[src/rtl/mem_stage_pkg.sv]
// Shared widths, handshake FSM state encoding and counter helper for the swt16 memory stage.
package mem_stage_pkg;

  localparam int DMEM_ADDR_WIDTH = 12;
  localparam int DMEM_WORD_WIDTH = 16;
  localparam int IALU_WORD_WIDTH = 16;
  localparam int PC_WIDTH        = 12;
  localparam int PMEM_WORD_WIDTH = 16;
  localparam int REG_IDX_WIDTH   = 4;
  localparam int PERF_CNT_WIDTH  = 16;

  typedef enum logic {
    ST_IDLE = 1'b0,
    ST_WAIT = 1'b1
  } hs_state_t;

  function automatic logic [PERF_CNT_WIDTH-1:0] sat_inc(input logic [PERF_CNT_WIDTH-1:0] v);
    return (v == {PERF_CNT_WIDTH{1'b1}}) ? v : v + 1'b1;
  endfunction

endpackage

[src/rtl/mem_stage_if.sv]
// Data-memory request/acknowledge bus between the memory stage (master) and data memory (slave).
interface mem_stage_if;
  import mem_stage_pkg::*;

  logic                       dmem_req;
  logic                       dmem_we;
  logic [DMEM_ADDR_WIDTH-1:0] dmem_addr;
  logic [DMEM_WORD_WIDTH-1:0] dmem_wdata;
  logic                       dmem_ack;
  logic [DMEM_WORD_WIDTH-1:0] dmem_rdata;

  modport master (
    output dmem_req, dmem_we, dmem_addr, dmem_wdata,
    input  dmem_ack, dmem_rdata
  );

  modport slave (
    input  dmem_req, dmem_we, dmem_addr, dmem_wdata,
    output dmem_ack, dmem_rdata
  );

endinterface

[src/rtl/mem_stage_dmem_handshake_fsm.sv]
// Request/stall/complete generation for one data-memory access at a time.
//   state   | meaning
//   ST_IDLE | no access outstanding; a new access requests immediately, zero-wait if acked
//   ST_WAIT | access issued but not yet acked; upstream held
module mem_stage_dmem_handshake_fsm
  import mem_stage_pkg::*;
(
  input  logic clock,
  input  logic reset,
  input  logic access,
  input  logic ack,
  output logic req,
  output logic stall,
  output logic complete
);

  hs_state_t state, state_nx;

  always_ff @(posedge clock or negedge reset) begin
    if (!reset) state <= ST_IDLE;
    else        state <= state_nx;
  end

  always_comb begin
    state_nx = state;
    req      = 1'b0;
    stall    = 1'b0;
    complete = 1'b0;
    case (state)
      ST_IDLE: begin
        if (access) begin
          req = 1'b1;
          if (ack) begin
            complete = 1'b1;
          end else begin
            stall    = 1'b1;
            state_nx = ST_WAIT;
          end
        end
      end
      ST_WAIT: begin
        if (access) begin
          req = 1'b1;
          if (ack) begin
            complete = 1'b1;
            state_nx = ST_IDLE;
          end else begin
            stall = 1'b1;
          end
        end else begin
          state_nx = ST_IDLE;
        end
      end
      default: state_nx = ST_IDLE;
    endcase
  end

endmodule

[src/rtl/mem_stage.sv]
// swt16 memory stage: samples EX results, runs the data-memory handshake, feeds write-back.
// Optional performance counters are built when SWT16_MEM_PERF_CNT_EN is defined.
module mem_stage
  import mem_stage_pkg::*;
(
  input  logic                       clock,
  input  logic                       reset,
  input  logic                       in_act_load_dmem,
  input  logic                       in_act_store_dmem,
  input  logic                       in_act_write_res_to_reg,
  input  logic [DMEM_ADDR_WIDTH-1:0] in_dmem_rd_addr,
  input  logic [DMEM_ADDR_WIDTH-1:0] in_dmem_wr_addr,
  input  logic [DMEM_WORD_WIDTH-1:0] in_dmem_wr_word,
  input  logic [PMEM_WORD_WIDTH-1:0] in_instr,
  input  logic [PC_WIDTH-1:0]        in_pc,
  input  logic [IALU_WORD_WIDTH-1:0] in_res,
  input  logic [REG_IDX_WIDTH-1:0]   in_res_reg_idx,
  mem_stage_if.master                dmem,
`ifdef SWT16_MEM_PERF_CNT_EN
  output logic [PERF_CNT_WIDTH-1:0]  out_cnt_loads,
  output logic [PERF_CNT_WIDTH-1:0]  out_cnt_stores,
  output logic [PERF_CNT_WIDTH-1:0]  out_cnt_wait_cycles,
`endif
  output logic                       out_stall,
  output logic                       out_act_write_res_to_reg,
  output logic [IALU_WORD_WIDTH-1:0] out_res,
  output logic [REG_IDX_WIDTH-1:0]   out_res_reg_idx,
  output logic [PMEM_WORD_WIDTH-1:0] out_instr,
  output logic [PC_WIDTH-1:0]        out_pc
);

  logic                       ld_q, st_q, wr_q;
  logic [DMEM_ADDR_WIDTH-1:0] addr_q;
  logic [DMEM_WORD_WIDTH-1:0] wdata_q;
  logic [IALU_WORD_WIDTH-1:0] res_q;
  logic [REG_IDX_WIDTH-1:0]   idx_q;
  logic [PMEM_WORD_WIDTH-1:0] instr_q;
  logic [PC_WIDTH-1:0]        pc_q;

  logic access, is_load, fsm_req, fsm_stall, fsm_complete;

  // Only one address is ever needed, so the store/load choice is made at sample time.
  always_ff @(posedge clock or negedge reset) begin
    if (!reset) begin
      ld_q    <= 1'b0;
      st_q    <= 1'b0;
      wr_q    <= 1'b0;
      addr_q  <= '0;
      wdata_q <= '0;
      res_q   <= '0;
      idx_q   <= '0;
      instr_q <= '0;
      pc_q    <= '0;
    end else if (!fsm_stall) begin
      ld_q    <= in_act_load_dmem;
      st_q    <= in_act_store_dmem;
      wr_q    <= in_act_write_res_to_reg;
      addr_q  <= in_act_store_dmem ? in_dmem_wr_addr : in_dmem_rd_addr;
      wdata_q <= in_dmem_wr_word;
      res_q   <= in_res;
      idx_q   <= in_res_reg_idx;
      instr_q <= in_instr;
      pc_q    <= in_pc;
    end
  end

  assign access  = ld_q | st_q;
  assign is_load = ld_q & ~st_q;

  mem_stage_dmem_handshake_fsm u_hs (
    .clock    (clock),
    .reset    (reset),
    .access   (access),
    .ack      (dmem.dmem_ack),
    .req      (fsm_req),
    .stall    (fsm_stall),
    .complete (fsm_complete)
  );

  assign dmem.dmem_req   = fsm_req;
  assign dmem.dmem_we    = fsm_req & st_q;
  assign dmem.dmem_addr  = addr_q;
  assign dmem.dmem_wdata = wdata_q;
  assign out_stall       = fsm_stall;

  // Write-back sees a bubble for every stalled cycle.
  always_comb begin
    out_act_write_res_to_reg = 1'b0;
    out_res                  = '0;
    out_res_reg_idx          = '0;
    out_instr                = '0;
    out_pc                   = '0;
    if (!fsm_stall) begin
      out_act_write_res_to_reg = wr_q & ~st_q;
      out_res                  = (is_load && fsm_complete) ? dmem.dmem_rdata : res_q;
      out_res_reg_idx          = idx_q;
      out_instr                = instr_q;
      out_pc                   = pc_q;
    end
  end

`ifdef SWT16_MEM_PERF_CNT_EN
  logic [PERF_CNT_WIDTH-1:0] cnt_loads_q, cnt_stores_q, cnt_wait_q;

  always_ff @(posedge clock or negedge reset) begin
    if (!reset) begin
      cnt_loads_q  <= '0;
      cnt_stores_q <= '0;
      cnt_wait_q   <= '0;
    end else begin
      if (fsm_complete &&  st_q) cnt_stores_q <= sat_inc(cnt_stores_q);
      if (fsm_complete && !st_q) cnt_loads_q  <= sat_inc(cnt_loads_q);
      if (fsm_stall)             cnt_wait_q   <= sat_inc(cnt_wait_q);
    end
  end

  assign out_cnt_loads       = cnt_loads_q;
  assign out_cnt_stores      = cnt_stores_q;
  assign out_cnt_wait_cycles = cnt_wait_q;
`endif

endmodule
[src/flat_wrapper.sv]
// flat-port wrapper written by rule: the top's interface ports become plain ports
module mem_stage_flat import mem_stage_pkg::*;
  (clock, reset, in_act_load_dmem, in_act_store_dmem, in_act_write_res_to_reg, in_dmem_rd_addr, in_dmem_wr_addr, in_dmem_wr_word, in_instr, in_pc, in_res, in_res_reg_idx, out_stall, out_act_write_res_to_reg, out_res, out_res_reg_idx, out_instr, out_pc, dmem_dmem_req, dmem_dmem_we, dmem_dmem_addr, dmem_dmem_wdata, dmem_dmem_ack, dmem_dmem_rdata);
  mem_stage_if dmem_i ();
  input  logic clock;
  input  logic reset;
  input  logic in_act_load_dmem;
  input  logic in_act_store_dmem;
  input  logic in_act_write_res_to_reg;
  input  logic [DMEM_ADDR_WIDTH-1:0] in_dmem_rd_addr;
  input  logic [DMEM_ADDR_WIDTH-1:0] in_dmem_wr_addr;
  input  logic [DMEM_WORD_WIDTH-1:0] in_dmem_wr_word;
  input  logic [PMEM_WORD_WIDTH-1:0] in_instr;
  input  logic [PC_WIDTH-1:0] in_pc;
  input  logic [IALU_WORD_WIDTH-1:0] in_res;
  input  logic [REG_IDX_WIDTH-1:0] in_res_reg_idx;
  output logic out_stall;
  output logic out_act_write_res_to_reg;
  output logic [IALU_WORD_WIDTH-1:0] out_res;
  output logic [REG_IDX_WIDTH-1:0] out_res_reg_idx;
  output logic [PMEM_WORD_WIDTH-1:0] out_instr;
  output logic [PC_WIDTH-1:0] out_pc;
  output wire logic [$bits(dmem_i.dmem_req)-1:0] dmem_dmem_req;
  output wire logic [$bits(dmem_i.dmem_we)-1:0] dmem_dmem_we;
  output wire logic [$bits(dmem_i.dmem_addr)-1:0] dmem_dmem_addr;
  output wire logic [$bits(dmem_i.dmem_wdata)-1:0] dmem_dmem_wdata;
  input wire logic [$bits(dmem_i.dmem_ack)-1:0] dmem_dmem_ack;
  input wire logic [$bits(dmem_i.dmem_rdata)-1:0] dmem_dmem_rdata;
  assign dmem_dmem_req = dmem_i.dmem_req;
  assign dmem_dmem_we = dmem_i.dmem_we;
  assign dmem_dmem_addr = dmem_i.dmem_addr;
  assign dmem_dmem_wdata = dmem_i.dmem_wdata;
  assign dmem_i.dmem_ack = dmem_dmem_ack;
  assign dmem_i.dmem_rdata = dmem_dmem_rdata;
  mem_stage u_core (.clock(clock), .reset(reset), .in_act_load_dmem(in_act_load_dmem), .in_act_store_dmem(in_act_store_dmem), .in_act_write_res_to_reg(in_act_write_res_to_reg), .in_dmem_rd_addr(in_dmem_rd_addr), .in_dmem_wr_addr(in_dmem_wr_addr), .in_dmem_wr_word(in_dmem_wr_word), .in_instr(in_instr), .in_pc(in_pc), .in_res(in_res), .in_res_reg_idx(in_res_reg_idx), .dmem(dmem_i), .out_stall(out_stall), .out_act_write_res_to_reg(out_act_write_res_to_reg), .out_res(out_res), .out_res_reg_idx(out_res_reg_idx), .out_instr(out_instr), .out_pc(out_pc));
endmodule
[config.mk]
export PLATFORM = sky130hd
export DESIGN_NAME = mem_stage_flat
export DESIGN_NICKNAME = d
export VERILOG_FILES = /design/src/rtl/mem_stage_pkg.sv /design/src/rtl/mem_stage_if.sv /design/src/rtl/mem_stage_dmem_handshake_fsm.sv /design/src/rtl/mem_stage.sv /design/src/flat_wrapper.sv
export SDC_FILE = /design/constraint.sdc
export NUM_CORES = 1
export LEC_CHECK = 0
export CORE_MARGIN = 2
export CORE_UTILIZATION = 38
export CTS_BUF_LIST = sky130_fd_sc_hd__clkbuf_4 sky130_fd_sc_hd__clkbuf_8 sky130_fd_sc_hd__clkbuf_16
export CTS_CLUSTER_DIAMETER = 80
export CTS_CLUSTER_SIZE = 20
export DETAILED_ROUTE_END_ITERATION = 16
export PLACE_DENSITY = 0.81
export SYNTH_ARGS = -nofsm -noshare
export SYNTH_HDL_FRONTEND = slang
export SYNTH_HIERARCHICAL = 1
export SYNTH_SLANG_ARGS = --single-unit
export TNS_END_PERCENT = 10
[constraint.sdc]
create_clock -name clock -period 3.6 [get_ports clock]
set_input_delay 1.08 -clock clock [delete_from_list [all_inputs] [get_ports clock]]
set_output_delay 1.08 -clock clock [all_outputs]
set_load 0.01 [all_outputs]
======== Word level (Yosys, flattened, before mapping) ========
Index checks and enable logic that the tools add are counted.
word-level totals
  register bits ........................... 79
  bits of input ports ..................... 110
  logic and storage cells ................. 27
  output and inout bits ................... 80
operators by class
  reductions and logical operators ........ 1
  mux-type cells .......................... 12
  bitwise gates (word level) .............. 5
operator list
  kind               count
  $mux 16            3
  $mux 12            2
  $mux 1             6
  $mux 4             1
  $and 1x1->1        3
  $logic_and 1x1->1  1
  $not 1->1          1
  $or 1x1->1         1

======== Logic depth before layout (Yosys ltp) ========
  word-level depth ........................ 5
  depth in mapped cells ................... 7
  gate-level depth less buffers ........... 4

======== By module ========
The synthesis kept the hierarchy.
by module, submodules not included
  module                        seq. area each (um2)  area each (um2)  instances  cells an instance
  mem_stage                     1976.9                3689.8           1          287
  mem_stage_dmem_handshake_fsm  0.0                   23.8             1          3

======== Least setup slack after synthesis ========
Ideal clock, no wire load.
  path kind ............................... input port to output port
  start ................................... input dmem_dmem_ack
  end ..................................... output out_act_write_res_to_reg
  cell stages on the path ................. 5
  arrival time ............................ 2099 ps
  buffers on the path ..................... 3
  data required time ...................... 2520 ps
  slack ................................... 421 ps
  cell sequence ........................... and2b_2 > buf_2 > buf_2 > buf_6 > nor3b_1
on the way
  cells in the longest elaborated chain, start to end .. 3
ends and longest elaborated chain
  item         RTL line                                                                source
  from (decl)  flat_wrapper.sv:27                                                      input wire logic [$bits(dmem_i.dmem_ack)-1:0] dmem_dmem_ack;
  $mux 1       mem_stage_dmem_handshake_fsm.sv:33, mem_stage_dmem_handshake_fsm.sv:44
  $mux 1       mem_stage_dmem_handshake_fsm.sv:31, mem_stage_dmem_handshake_fsm.sv:42
  $mux 1       mem_stage.sv:93                                                         if (!fsm_stall) begin
  to (decl)    flat_wrapper.sv:18                                                      output logic out_act_write_res_to_reg;
Every way passes these cells.

======== Final worst setup path ========
  start ................................... input dmem_dmem_ack
  end ..................................... output out_res[9]
on the way
  cells in the longest elaborated chain, start to end .. 5
  elaborated cells between the ends (all ways) .. 7
  those cells by class .................... mux: 6; reduce/logical: 1
ends and longest elaborated chain
  item                           RTL line                                                                source
  $mux 1                         mem_stage_dmem_handshake_fsm.sv:33, mem_stage_dmem_handshake_fsm.sv:44
  $mux 1                         mem_stage_dmem_handshake_fsm.sv:31, mem_stage_dmem_handshake_fsm.sv:42
  named net u_core.fsm_complete  mem_stage.sv:40                                                         logic access, is_load, fsm_req, fsm_stall, fsm_complete;
  $logic_and 1x1->1              mem_stage.sv:95                                                         out_res = (is_load && fsm_complete) ? dmem.dmem_rdata : res_q;
  $mux 16                        mem_stage.sv:95
  $mux 16                        mem_stage.sv:93
  to (decl)                      flat_wrapper.sv:19                                                      output logic [IALU_WORD_WIDTH-1:0] out_res;
The timed path passes the listed nets, and every way through them passes these cells.

==> results.toml <==
[run_status]
status = "complete, no violations"

[setup_path]
end_kind = "primary output"
arrival_ns = 2.20
required_ns = 2.52
cp-start-kind = "primary input"
cp_max_fo = 5
path_class = "in -> out"

[floorplan]
core_area_um2 = 9640
die_h_um = 103
fp-row-count = 36
io_pins = 190
die_w_um = 103
die_area_um2 = 10600
initial_core_util_pct = 38.5

[place]
dpl.hpwl_mm = 6.85
post_dp_cell_area_um2 = 5810
io_buffers = 189
place_congestion = 0.746

[sta]
relSlewSlack_pct = 34.1
drv_slew = 0
tightest_slew_ns = 0.989
setup-violations-final = 0
max_clock_freq_mhz = 304
period_share_pct = 91.2
layout_min_cycle_time_ns = 3.28
fin_setup_tns_ns = 0
finalClockSkew_ns = 0.0110
whs_ns = 0.488
hold_viol = 0
rsz0062_at_grt = "no"

[drt]
antenna_left = 0
drt-pass1-iter-count = 4
drc_errors = 0
vias = 2838
drt-vias-per-instance = 4.52
wl_per_cell_um = 14.3
totalWireLength_mm = 8.98
drt_iter0_markers = 61

[power_and_ir_drop]
power_mw = 2.62
irDropWorstVdd_mv = 0.287
power_leakage_nw = 2.59
power_density_nw_per_um2 = 436

[synth]
synth_cell_types = 17
ys_warn_count = 6
synthArstFlopShare_pct = 100
yosysMostFrequentCell = "dfrtp_1"
synth_top_area_share_pct = 53.2
ys.flop_type = "dfrtp_1"
yosys.area.top_type = "dfrtp_1"
synth-seq-cells = 79
synth_cells = 290
synthTopCellsByArea = "dfrtp_1 53%, mux2_2 20%, mux2i_1 7.5%"
synth_area_per_cell_um2 = 12.8
synth_area_um2 = 3710
yosysSeqAreaShare_pct = 53.2
synth_common_cells = "79 x dfrtp_1, 67 x mux2_2, 32 x nand2b_1, 32 x nor2b_1, 28 x mux2i_1"
syn-num-nets = 400
synth_edf_count = 0

[grt]
antenna_found_initial = 0
grt_pass1_wl_mm = 13.5
globalRouteTotalUtil_pct = 16.7
grt_pass1_vias = 2929
grt_max_degree = 80
grt-ovfl-total = 0

[clock_tree]
clk_pin_slew_ns = 0.08
cts-hold-fix-buffers = 0
cts_tree = "yes"
htree_levels = 3
clkLatencyLatePin_ns = 0.35
root_buffer = "clkbuf_8"
clk_path_buf_depth = 2
cts_num_sinks = 79
cts_made_buffers = 9

[final_layout]
fillers = 848
utilization_pct = 62.2
antennaDiodeCount = 0
drive_gt1_share_pct = 24.8
area.growth.synth_to_final_pct = 61.4
final_area_um2 = 5990
nets = 600

[hold_path]
min_path_type = "reg -> reg"

[flow_run]
maxCapViolCount = 0
[worst paths after layout]
| check | startpoint | endpoint | slack (ns) | depth (start not counted) |
|---|---|---|---|---|
| setup / recovery | dmem_dmem_ack | out_res[9] | 0.32 | 7 |
| hold / removal | u_core/dmem.dmem_addr[6]$_DFFE_PN0N_ | u_core/dmem.dmem_addr[6]$_DFFE_PN0N_ | 0.49 | 2 |
| setup reg to reg | u_core/st_q$_DFFE_PN0N_ | u_core/idx_q[3]$_DFFE_PN0N_ | 1.80 | 6 |
| hold reg to reg | u_core/dmem.dmem_addr[6]$_DFFE_PN0N_ | u_core/dmem.dmem_addr[6]$_DFFE_PN0N_ | 0.49 | 2 |
| max in group asynchronous | reset | u_core/wr_q$_DFFE_PN0N_ | 2.06 | 1 |
| min in group asynchronous | reset | u_core/dmem.dmem_wdata[0]$_DFFE_PN0N_ | 0.88 | 1 |
[cell families (layout without fill, tap and decap cells)]
| kind of cell | after synthesis | count (layout) | synth area share [%] |
|---|---|---|---|
| buf+inv | 22 | 227 | 4.04 |
| simple gates | 82 | 82 | 13.2 |
| compound gates | 12 | 12 | 1.62 |
| mux | 95 | 95 | 27.9 |
| flops | 79 | 79 | 53.2 |
[cell usage in the layout, fill, tap and decap left out, drive strengths merged]
cell           count
mux2              67
dlygate4sd2       30
dfrtp             79
clkinv             1
dlymetal6s2s       1
clkinvlp           1
or2                1
clkbuf            11
and2               2
nand2b            32
buf               35
nor3b              1
clkdlybuf4s15      8
clkdlybuf4s50    137
and3b              1
o21ai             12
and2b              1
nor2b             32
nand2             12
bufinv             3
mux2i             28
[repair_timing]
action / CTS / global route
setup buffers: 3 / 0
cloned: 1 / 0
resized for setup: 95 / 6
endpoints found under the setup margin: 50 / 40
[power breakdown]
group | internal [mW] | leakage (nW) | switching [mW]
logic | 0.465 | 1.55 | 0.291
registers | 1.01 | 0.925 | 0.0566
clock network | 0.478 | 0.121 | 0.319
total | 1.95 | 2.59 | 0.666
[layout make-up]
cell class,instances,area (um^2),share of cell area (%)
Timing Repair Buffer,211,2020,33.6
Sequential cell,79,1980,33.0
Clock buffer,11,139,2.32
Tap cell,133,166,2.78
Multi-Input combinational cell,189,1590,26.5
Clock inverter,5,106,1.77
[stage by stage]
stage / cells / setup slack, ns
2_1_floorplan: 290 / 0.421
3_3_place_gp: 609 / -0.312
3_5_place_dp: 609 / -0.390
4_1_cts: 629 / -0.0209
5_1_grt: 628 / 0.268
6_report: 628 / 0.315
[state kept, by name, summed over array words and instances, names as in the netlist]
signal	cells
u_core/wr_q	1
u_core/dmem.dmem_wdata	16
u_core/idx_q	4
u_core/res_q	16
u_core/st_q	1
u_core/ld_q	1
u_core/pc_q	12
u_core/instr_q	16
u_core/dmem.dmem_addr	12
[worst max-delay path: stages]
cell and delay (ns):
dlymetal6s2s_1 0.13, and2_2 0.19, and3b_2 0.22, buf_4 0.14
buf_6 0.13, mux2i_1 0.15, buf_2 0.16
[per-layer routing]
layer	up-vias	global-route usage (%)	part of all wire (%)
met5	-	0	0
met2	108	29.5	51
met1	1346	18.8	39
met3	14	6.44	8.1
li1	1370	-	-
met4	0	5.16	1.7
No activity file was read; power rests on OpenSTA's default activity.
